## src/rtl/seg_disp_pkg.sv

```systemverilog
// Shared constants and types for the multiplexed 7-segment display path.
// Anode and decimal-point lines are active-low, so their idle level is 1.
package seg_disp_pkg;

   localparam int unsigned SEG_DIGIT_W   = 4;
   localparam logic        AN_OFF        = 1'b1;
   localparam logic        DP_OFF        = 1'b1;
   localparam int unsigned SCAN_DIV_DEF  = 50000;
   localparam int unsigned BLANK_CYC_DEF = 16;

   typedef logic [SEG_DIGIT_W-1:0] seg_digit_t;

endpackage

```

## src/rtl/scan_tick_gen.sv

```systemverilog
// Per-digit slot divider: counts 0..SCAN_DIV-1 while running and flags
// the slot start, slot end and the anti-ghosting blank window.
import seg_disp_pkg::*;

module scan_tick_gen #(
   parameter int unsigned SCAN_DIV  = SCAN_DIV_DEF,
   parameter int unsigned BLANK_CYC = BLANK_CYC_DEF
) (
   input  logic clk,
   input  logic clear,
   input  logic run,
   output logic slot_start,
   output logic slot_end,
   output logic blank
);

   localparam int unsigned CNT_W = $clog2(SCAN_DIV);

   logic [CNT_W-1:0] cnt_q;
   logic [CNT_W-1:0] cnt_d;

   // NOTE: every always_comb output gets a default first so no latch is inferred.
   always_comb begin
      cnt_d = cnt_q;
      if (clear) begin
         cnt_d = '0;
      end else if (run) begin
         cnt_d = slot_end ? '0 : cnt_q + CNT_W'(1);
      end
   end

   // NOTE: sequential state uses non-blocking assignments only.
   always_ff @(posedge clk) begin
      cnt_q <= cnt_d;
   end

   assign slot_start = (cnt_q == '0);
   assign slot_end   = (cnt_q == CNT_W'(SCAN_DIV - 1));
   assign blank      = (32'(cnt_q) < BLANK_CYC);

endmodule

```

## src/rtl/seven_seg_scan.sv

```systemverilog
// Time-multiplexed common-anode display scanner: frame snapshot, digit
// stepping, leading-zero suppression and registered anode/dp/value outputs.
import seg_disp_pkg::*;

module seven_seg_scan #(
   parameter int unsigned NUM_DIGITS = 4,
   parameter int unsigned SCAN_DIV   = SCAN_DIV_DEF,
   parameter int unsigned BLANK_CYC  = BLANK_CYC_DEF
) (
   input  logic                              clk,
   input  logic                              rst,
   input  logic                              enable,
   input  logic [SEG_DIGIT_W*NUM_DIGITS-1:0] digits,
   input  logic [NUM_DIGITS-1:0]             dp_mask,
   input  logic                              lz_en,
   output seg_digit_t                        val,
   output logic                              dp_n,
   output logic [NUM_DIGITS-1:0]             an_n,
   output logic                              frame_tick
);

   localparam int unsigned IDX_W = (NUM_DIGITS > 1) ? $clog2(NUM_DIGITS) : 1;

   localparam logic [0:0] ST_IDLE = 1'b0;
   localparam logic [0:0] ST_RUN  = 1'b1;

   logic [0:0] state_q, state_d;
   logic       run_q;
   logic       tick_clear;
   logic       slot_start, slot_end, blank;

   logic [IDX_W-1:0]                idx_q, idx_d;
   logic [SEG_DIGIT_W*NUM_DIGITS-1:0] snap_dig_q, cur_dig;
   logic [NUM_DIGITS-1:0]           snap_dp_q, cur_dp;
   logic                            snap_load;
   logic [NUM_DIGITS-1:0]           supp;
   logic                            tail_zero;
   seg_digit_t                      cur_val;
   logic                            drive;

   seg_digit_t            val_d;
   logic                  dp_n_d;
   logic [NUM_DIGITS-1:0] an_n_d;
   logic                  frame_tick_d;

   assign run_q      = (state_q == ST_RUN);
   assign state_d    = enable ? ST_RUN : ST_IDLE;
   assign tick_clear = rst | ~enable;

   scan_tick_gen #(
      .SCAN_DIV  (SCAN_DIV),
      .BLANK_CYC (BLANK_CYC)
   ) u_tick (
      .clk        (clk),
      .clear      (tick_clear),
      .run        (run_q),
      .slot_start (slot_start),
      .slot_end   (slot_end),
      .blank      (blank)
   );

   always_comb begin
      idx_d = idx_q;
      if (tick_clear) begin
         idx_d = '0;
      end else if (run_q && slot_end) begin
         idx_d = (idx_q == IDX_W'(NUM_DIGITS - 1)) ? '0 : idx_q + IDX_W'(1);
      end
   end

   // The loading cycle already displays the freshly captured frame.
   assign snap_load = run_q && slot_start && (idx_q == '0);
   assign cur_dig   = snap_load ? digits  : snap_dig_q;
   assign cur_dp    = snap_load ? dp_mask : snap_dp_q;

   always_comb begin
      supp      = '0;
      tail_zero = lz_en;
      for (int i = NUM_DIGITS - 1; i >= 1; i--) begin
         tail_zero = tail_zero && (cur_dig[i*SEG_DIGIT_W +: SEG_DIGIT_W] == '0) && !cur_dp[i];
         supp[i]   = tail_zero;
      end
   end

   assign cur_val = cur_dig[int'(idx_q)*SEG_DIGIT_W +: SEG_DIGIT_W];
   assign drive   = run_q && !blank && !supp[idx_q];

   always_comb begin
      an_n_d = {NUM_DIGITS{AN_OFF}};
      if (drive) begin
         an_n_d[idx_q] = ~AN_OFF;
      end
      val_d        = run_q ? cur_val : '0;
      dp_n_d       = drive ? ~cur_dp[idx_q] : DP_OFF;
      frame_tick_d = snap_load;
   end

   always_ff @(posedge clk) begin
      if (rst) begin
         state_q    <= ST_IDLE;
         idx_q      <= '0;
         snap_dig_q <= '0;
         snap_dp_q  <= '0;
         val        <= '0;
         dp_n       <= DP_OFF;
         an_n       <= {NUM_DIGITS{AN_OFF}};
         frame_tick <= 1'b0;
      end else begin
         state_q    <= state_d;
         idx_q      <= idx_d;
         snap_dig_q <= cur_dig;
         snap_dp_q  <= cur_dp;
         val        <= val_d;
         dp_n       <= dp_n_d;
         an_n       <= an_n_d;
         frame_tick <= frame_tick_d;
      end
   end

endmodule

```

## config.mk

```make
export PLATFORM = sky130hd
export DESIGN_NAME = seven_seg_scan
export DESIGN_NICKNAME = d
export VERILOG_FILES = /design/src/rtl/seg_disp_pkg.sv /design/src/rtl/scan_tick_gen.sv /design/src/rtl/seven_seg_scan.sv
export SDC_FILE = /design/constraint.sdc
export NUM_CORES = 1
export LEC_CHECK = 0
export ABC_AREA = 1
export CAP_MARGIN = 20
export CORE_MARGIN = 3
export CORE_UTILIZATION = 45
export DETAILED_ROUTE_END_ITERATION = 8
export PLACE_DENSITY_LB_ADDON = 0.1
export SLEW_MARGIN = 20
export SYNTH_ARGS = -nofsm -noshare
export SYNTH_HDL_FRONTEND = slang
export SYNTH_SLANG_ARGS = --single-unit
```

## constraint.sdc

```tcl
create_clock -name clk -period 4.55 [get_ports clk]
set_input_delay 0.91 -clock clk [delete_from_list [all_inputs] [get_ports clk]]
set_output_delay 0.91 -clock clk [all_outputs]
set_load 0.05 [all_outputs]
```

Word-level counts from Yosys, hierarchy flattened
Index checks and enable logic that the tools add are counted.
{"block": "totals", "output_inout_bits": 10, "ff_bits": 49, "word_cells": 59}
{"block": "op_classes", "n_eq_ne": 2, "order_cmp": 3, "n_bitwise": 6, "shift": 1, "n_mux": 11, "n_reduce_logical": 25, "add_sub_neg": 2}
{"cell": "16-bit two-way mux", "n": 2}
{"cell": "16-bit by 1-bit adder with 16-bit output (second input constant)", "n": 1}
{"cell": "16-bit equality test (second input constant)", "n": 1}
{"cell": "16-bit zero test", "n": 1}
{"cell": "16-bit by 5-bit < comparator with 1-bit output (second input constant)", "n": 1}
{"cell": "16-bit by 5-bit indexed part select with 4-bit output", "n": 1}
{"cell": "1-bit logical AND", "n": 12}
{"cell": "4-bit zero test", "n": 3}
{"cell": "2-bit OR reduction", "n": 3}
{"cell": "1-bit zero test", "n": 5}
{"cell": "1-bit binary-select mux with 2-bit select", "n": 2}
{"cell": "1-bit two-way mux", "n": 4}
{"cell": "4-bit two-way mux", "n": 1}
{"cell": "1-bit NOT", "n": 4}
{"cell": "4-bit NOT", "n": 1}
{"cell": "2-bit by 3-bit < comparator with 1-bit output (second input constant)", "n": 1}
{"cell": "2-bit by 1-bit adder with 2-bit output (second input constant)", "n": 1}
{"cell": "1-bit demux with 2-bit select", "n": 1}
{"cell": "2-bit equality test (second input constant)", "n": 1}
{"cell": "2-bit by 1-bit >= comparator with 1-bit output (second input constant)", "n": 1}
{"cell": "2-bit zero test", "n": 1}
{"cell": "2-bit two-way mux", "n": 1}
{"cell": "1-bit OR", "n": 1}

Logic depth before layout (Yosys ltp)
Gate-level depths: netlist (run 1).
{"block": "depth", "depth_word": 17, "mapped_depth": 14, "depth_no_buf": 13}

Hierarchy
Synthesis (run 1) repeated with hierarchy kept, for this count alone.
{"block": "hier_totals", "cells_unflattened": 358, "area_unflattened_um2": 2484.9}
{"module": "seven_seg_scan", "seq_area_each_um2": 660.6, "area_per_inst_um2": 1521.5, "n_inst": 1, "cells_per_inst": 201}
{"module": "scan_tick_gen", "seq_area_each_um2": 320.3, "area_per_inst_um2": 963.4, "n_inst": 1, "cells_per_inst": 157}

Worst setup path after synthesis (run 1)
No wires, ideal clock.
{"block": "synth_path", "path_kind": "flip-flop to flip-flop", "startpoint": "register idx_q[0]", "endpoint": "register an_n[0]", "path_stages_with_launch": 13, "arrival_ps": 1875, "setup_slack_ps": 2612, "synth_period_minus_slack_ps": 1938, "path_cell_list": "dfxtp_1 > clkinv_1 > ha_1 > nand3_1 > nor2_2 > nand3_4 > buf_6 > nand2_1 > nand2_1 > nand3_1 > o21bai_1 > nand3_2 > nand3_1"}
{"block": "synth_between", "elab_chain_len": 16, "elab_cells_between_ends": 28, "cone_classes": "order compare (2); mux (6); bitwise (2); reduce/logical (18)"}
{"item": "start, declared", "line_no": "seven_seg_scan.sv:32", "text": "logic [IDX_W-1:0] idx_q, idx_d;"}
{"item": "start signal, assigned", "line_no": "seven_seg_scan.sv:110", "text": "idx_q <= idx_d;"}
{"item": "2-bit zero test", "line_no": "seven_seg_scan.sv:72", "text": "assign snap_load = run_q && slot_start && (idx_q == '0);"}
{"item": "1-bit logical AND", "line_no": "seven_seg_scan.sv:72"}
{"item": "16-bit two-way mux", "line_no": "seven_seg_scan.sv:73", "text": "assign cur_dig = snap_load ? digits : snap_dig_q;"}
{"item": "4-bit zero test", "line_no": "seven_seg_scan.sv:80", "text": "tail_zero = tail_zero && (cur_dig[i*SEG_DIGIT_W +: SEG_DIGIT_W] == '0) && !cur_dp[i];"}
{"item": "1-bit logical AND (6 in a row)", "line_no": "seven_seg_scan.sv:80"}
{"item": "1-bit binary-select mux with 2-bit select", "line_no": "seven_seg_scan.sv:86", "text": "assign drive = run_q && !blank && !supp[idx_q];"}
{"item": "1-bit two-way mux (not written as such)", "line_no": "seven_seg_scan.sv:86"}
{"item": "1-bit zero test", "line_no": "seven_seg_scan.sv:86"}
{"item": "1-bit logical AND", "line_no": "seven_seg_scan.sv:86"}
{"item": "1-bit NOT (no source line)"}
{"item": "2-bit OR reduction (no source line)"}
{"item": "end signal, assigned", "line_no": "seven_seg_scan.sv:106", "text": "an_n <= {NUM_DIGITS{AN_OFF}};"}
{"item": "end signal, assigned", "line_no": "seven_seg_scan.sv:115", "text": "an_n <= an_n_d;"}
{"item": "end, declared", "line_no": "seven_seg_scan.sv:18", "text": "output logic [NUM_DIGITS-1:0] an_n,"}
Several ways; a longest one is shown, not always the timed one. The select of a mux whose other input is x is not followed.
A chain may end at the register's enable or synchronous reset.

Final worst setup path (run 1)
{"block": "layout_path", "startpoint": "register idx_q[0]", "endpoint": "register dp_n"}
{"block": "layout_between", "elab_chain_len": 16, "elab_cells_between_ends": 25, "cone_classes": "mux (6); bitwise (2); reduce/logical (17)"}
{"item": "2-bit zero test", "line_no": "seven_seg_scan.sv:72"}
{"item": "1-bit logical AND", "line_no": "seven_seg_scan.sv:72"}
{"item": "16-bit two-way mux", "line_no": "seven_seg_scan.sv:73"}
{"item": "4-bit zero test", "line_no": "seven_seg_scan.sv:80"}
{"item": "1-bit logical AND (6 in a row)", "line_no": "seven_seg_scan.sv:80"}
{"item": "1-bit binary-select mux with 2-bit select", "line_no": "seven_seg_scan.sv:86"}
{"item": "1-bit two-way mux (not written as such)", "line_no": "seven_seg_scan.sv:86"}
{"item": "1-bit zero test", "line_no": "seven_seg_scan.sv:86"}
{"item": "1-bit logical AND", "line_no": "seven_seg_scan.sv:86"}
{"item": "1-bit NOT (no source line)"}
{"item": "2-bit OR reduction (no source line)"}
{"item": "end signal, assigned", "line_no": "seven_seg_scan.sv:114", "text": "dp_n <= dp_n_d;"}
{"item": "end, declared", "line_no": "seven_seg_scan.sv:17", "text": "output logic dp_n,"}
Several ways; a longest one is shown, not always the timed one. The select of a mux whose other input is x is not followed.

==> results of run 1 <==
-- placed cells by master (no fill, tap or decap), types with 6 or more instances in the layout --
cell type / n
clkdlybuf4s50_1: 33
nand3_1: 16
o21ai_1: 6
nand4_1: 15
ha_1: 6
inv_2: 6
nand2_1: 69
inv_1: 45
a21oi_1: 15
dfxtp_1: 49
nor2_1: 49
o21ai_0: 8
-- critical path: cells and delay by family (launching register included) --
family,cells,cell delay [ns]
AOI/OAI and AO/OA,1,0.39
buffers and inverters,1,0.20
DFF,1,0.40
adders and majority gates,1,0.21
and+or+nand+nor,8,1.27
-- routing by layer --
| layer | routed length, microns | GRT usage (%) | share of wire [%] |
|---|---|---|---|
| met1 | 2380 | 23.0 | 45 |
| met2 | 2580 | 30.9 | 49 |
| met3 | 286 | 3.97 | 5.4 |
| met4 | 54 | 4.90 | 1.0 |
| met5 | 0 | 0 | 0 |
-- registers in the layout (all words and copies together) (netlist names) --
name,cells
an_n,4
run_q,1
val,4
dp_n,1
snap_dig_q,16
frame_tick,1
snap_dp_q,4
idx_q,2
u_tick.cnt_q,16
-- power by group through the flow --
stage	sequential, mW	combinational [mW]	clock [mW]
detailed placement	0.456	0.0914	0
global route	0.447	0.103	0.277
CTS	0.446	0.0920	0.259
floorplan	0.458	0.0559	0
finish	0.446	0.0916	0.251
global placement	0.456	0.0923	0
-- cell usage after synthesis, drive strengths merged --
cell	number	area, sq um
a211oi	3	22.5
nor3	5	30.0
nor4	5	31.3
nand3	18	108
xnor2	1	8.76
nor2	55	226
nand3b	1	7.51
buf	6	47.5
or2	4	25.0
o21bai	1	7.51
o22ai	4	25.0
a21oi	15	75.1
o211ai	2	15.0
nand2	73	284
xor2	2	17.5
ha	6	75.1
inv	51	191
clkinv	2	7.51
clkbuf	2	7.51
nand4	15	93.8
o21ai	15	78.8
nor3b	2	15.0
dfxtp	49	981
-- worst paths after layout --
| path | endpoint | depth (start not counted) |
|---|---|---|
| max reg2reg | dp_n | 11 |
| min reg2reg | snap_dp_q[1] | 2 |
| min | snap_dp_q[1] | 2 |
| max | dp_n | 11 |
-- cells by family (layout without fill, tap and decap cells) --
logic type | after synthesis | in the layout | share of synthesized area [%]
xor+xnor | 3 | 3 | 1.10
fa+ha+maj | 6 | 6 | 3.15
simple gates | 178 | 178 | 34.5
buf+inv | 61 | 95 | 10.7
compound gates | 40 | 40 | 9.41
flops | 49 | 49 | 41.2
-- through the flow --
stage          cells  power [mW]  instance area (sq um)  setup slack [ns]
2_1_floorplan    337       0.514                   2380              2.61
3_3_place_gp     430       0.548                   2750              1.79
3_5_place_dp     430       0.548                   2750              1.81
4_1_cts          438       0.798                   2830              1.97
5_1_grt          438       0.827                   2830              1.69
6_report         438       0.788                   2830              1.95
-- cell type report --
type	count	area share, %
multi-input combinational	227	40.4
sequential	49	34.6
timing repair buffer	34	11.9
inverter	53	7.02
tap	67	2.96
clock buffer	5	2.43
clock inverter	3	0.618
==> flow_summary.toml, run 1 <==
[outcome]
status = "finished clean"

[logic_synthesis]
syn-instance-count = 337
seq_area_frac_synth_pct = 41.2
synth.distinct_cells = 35
syn_area_sq_um = 2380
yosys_warnings = 0
syn_nets = 367
yosys_register_bits = 49
avgSynthCellArea_sq_um = 7.07

[cts]
clkTransAtPathRegs_ns = 0.09
cts_buffers = 5
postCtsSetupBuffers = 0
root_buffer = "clkbuf_8"
cts_tree = "yes"
cts-resized-gates = 0
clock_latency_ns = 0.30
clockBufferDepth = 2
clkSinkCount = 49
htree_levels = 2
ctsHoldBuffers = 0

[critical_path]
ff2ff_setup_slack_ns = 1.95
arrival_ns = 2.77
crit_path_frequent_cell = "nand3_1"
path_class = "register to register"
setup.worst_path.start = "idx_q[0]"
cp_slowest_cell = "nor2_2"
cp-start-kind = "register"
end_kind = "register"
path_cells = "clkinv_1 > ha_1 > nand3_1 > nor2_2 > nand3_4 > o21ai_0 > nor2_1 > nand3_1 > nand2_1 > nand3_2 > nand3_1"
cp.required_ns = 4.73
critPathMaxStageDelay_ns = 0.41
crit_fanout = 27
reg2reg_from = "idx_q[0]"

[grt]
grt_max_degree = 28
grt_pass1_wl_microns = 9050
grt_usage_pct = 18.1
gr-total-overflow = 0
antenna_found_initial = 0
grt_pass1_vias = 1999

[drt]
post_drt_wl_per_cell_microns = 12.1
drt-pass1-iter-count = 4
dr.first_iter.drc_count = 182
finalWirelength_microns = 5300
vias = 2154
drtAntennaViolNets = 0
via_per_inst = 4.92
drc = 0

[timing]
tightest_slew_ns = 0.515
fmax_ghz = 0.385
rsz0062_at_grt = "false"
hold_violations = 0
finalHoldWorstSlack_ns = 0.469
setup_viol = 0
drv_slew = 0
relSlewSlack_pct = 65.7
min_period_ns = 2.60
finalClockSkew_ns = 0.00842
timing.final.crit_share_pct = 57.0
setup_total_negative_slack_ns = 0

[finish]
final_util_pct = 57.7
fillers = 502
drive_gt1_share_pct = 7.82
diodes = 0
register_area_sq_um = 981
multi_input_area_sq_um = 1150
num-nets-final = 400
area_delta_synth_final_pct = 19.0

[power]
vdd_ir_drop_max_mv = 0.197
powerDensity_nw_per_um2 = 278
internal_power_mw = 0.587
pwr-share-comb_pct = 11.6
power.share.switching_pct = 25.5
leakage_nw = 1.18
power_switching_mw = 0.201
seqPwrFrac_pct = 56.6
p_clk_share_pct = 31.8

[die]
start_util_pct = 48.5
rows = 25
die_height_microns = 78.7
die-area_sq_um = 6200
boundaryPins = 34
die_w_microns = 78.7
core_area_sq_um = 4910

[place]
routabilityCongestion = 0.847
hpwl_microns = 3970
io_buffers = 33

[worst_hold_path]
worst_hold_path_type = "register to register"
min_from = "snap_dp_q[1]"

[flow_run]
maxCapViolations = 0
No activity file was read; power rests on OpenSTA's default activity.
==> inputs of run 2 (changes only) <==
Clock period 4.55 ns to 2.4 ns, I/O delays scaled along.
==> run 2 against run 1 <==
Clock skew is 0.0026 ns lower. Register-to-register slack lost 1.7 ns. First-iteration DRC count shrank 42%. Combinational power grew 94%. Final area is 2.1% higher. Routed wire length down 1.5%. Power increased by 96%. Critical path depth stayed put. Core utilization rose by 1.2 points. Highest routed layer unchanged.
==> flow_summary.toml, run 2 (synthesized netlist as in run 1, its figures left out) <==
[outcome]
status = "finished clean"

[timing]
min_period_ns = 2.11
tightest_slew_ns = 0.509
drv_slew = 0
setup_viol = 0
fmax_ghz = 0.474
rsz0062_at_grt = "false"
setup_total_negative_slack_ns = 0
hold_violations = 0
finalClockSkew_ns = 0.00581
relSlewSlack_pct = 66.0
timing.final.crit_share_pct = 88.0
finalHoldWorstSlack_ns = 0.468
setup_slack_ns = 0.288

[drt]
post_drt_wl_per_cell_microns = 11.8
finalWirelength_microns = 5220
drtAntennaViolNets = 0
vias = 2168
via_per_inst = 4.88
drt-pass1-iter-count = 4
dr.first_iter.drc_count = 105
drc = 0

[critical_path]
r2r_cells = 11
reg2reg_from = "idx_q[0]"
ff2ff_setup_slack_ns = 0.29
crit_fanout = 27
arrival_ns = 2.36
end_kind = "register"
r2r_end = "dp_n"
cp_slowest_cell = "dfxtp_1"
cp-start-kind = "register"
critPathMaxStageDelay_ns = 0.50
path_cells = "clkinv_1 > ha_1 > nand3_1 > nor2_2 > nand3_4 > inv_1 > o21ai_2 > nand2_1 > nor2_2 > nand3_2 > nand3_1"
cp.required_ns = 2.64
path_class = "register to register"

[finish]
fillers = 494
layout_commonest_cell = "nand2_1"
area_delta_synth_final_pct = 21.5
drive_gt1_share_pct = 9.28
register_area_sq_um = 981
num-nets-final = 406
diodes = 0
multi_input_area_sq_um = 1150
final_cells = 444
final_cell_mix = "nand2_1, nor2_1, dfxtp_1"
final_area_sq_um = 2890
final_util_pct = 58.9
top_regs = "snap_dig_q: 16 flops, u_tick.cnt_q: 16 flops"

[cts]
cts_buffers = 5
cts-resized-gates = 0
postCtsSetupBuffers = 0
root_buffer = "clkbuf_8"
clkTransAtPathRegs_ns = 0.09
clockBufferDepth = 2
htree_levels = 2
clock_latency_ns = 0.30
clkSinkCount = 49
cts_tree = "yes"
ctsHoldBuffers = 0

[die]
die_height_microns = 78.7
rows = 25
die_w_microns = 78.7
start_util_pct = 48.5
boundaryPins = 34
die-area_sq_um = 6200
core_area_sq_um = 4910

[grt]
antenna_found_initial = 0
grt_usage_pct = 18.5
grt_max_degree = 28
grt_pass1_vias = 2064
gr-total-overflow = 0
grt_pass1_wl_microns = 9210

[power]
seqPwrFrac_pct = 54.6
design_power_total_mw = 1.55
vdd_ir_drop_max_mv = 0.241
p_clk_share_pct = 33.9
power.share.switching_pct = 23.9
pwr-share-comb_pct = 11.5
powerDensity_nw_per_um2 = 534
power_switching_mw = 0.370
internal_power_mw = 1.18
leakage_nw = 1.22

[worst_hold_path]
hold_path_end = "snap_dp_q[3]"
worst_hold_path_type = "register to register"
min_from = "snap_dp_q[3]"
hold_path_depth = 2

[place]
routabilityCongestion = 0.858
hpwl_microns = 4080
post-place-ws_ns = 0.239
dpl_cell_area_sq_um = 2790
dp.cells = 436
io_buffers = 33

[flow_run]
maxCapViolations = 0
[run 2: cell type report]
class                           instances  share of cell area, %
Clock buffer                            7                   3.33
Timing Repair Buffer                   40                   13.2
Multi-Input combinational cell        227                   39.6
Inverter                               53                   6.87
Sequential cell                        49                   33.9
Clock inverter                          1                  0.173
Tap cell                               67                   2.90
[run 2: worst max path at each step]
stage | cells past startpoint | to | start
floorplan | 12 | an_n[0] | idx_q[0]
global route | 11 | an_n[2] | idx_q[0]
CTS | 11 | dp_n | idx_q[0]
finish | 11 | dp_n | idx_q[0]
detailed placement | 11 | dp_n | idx_q[0]
global placement | 11 | an_n[1] | idx_q[0]
[run 2: worst max-delay path, delay by kind of cell (launching register included)]
kind | cells | cell delay (ns)
AND/OR/NAND/NOR | 7 | 0.84
flip-flops | 1 | 0.50
buffers and inverters | 2 | 0.30
adder cells (fa/ha/maj) | 1 | 0.23
AO/OA/AOI/OAI | 1 | 0.18
[run 2: power by group through the flow]
stage	clock network, mW	logic (mW)	registers [mW]
global route	0.580	0.203	0.847
CTS	0.544	0.180	0.844
detailed placement	0	0.179	0.863
floorplan	0	0.106	0.869
global placement	0	0.179	0.862
finish	0.524	0.178	0.843
[run 2: layer usage]
metal | track usage, % | vias to the layer above | part of all wire, %
li1 | - | 1153 | -
met1 | 22.2 | 956 | 44
met2 | 31.9 | 49 | 49
met3 | 4.76 | 10 | 4.9
met4 | 6.29 | 0 | 1.4
met5 | 0 | - | 0
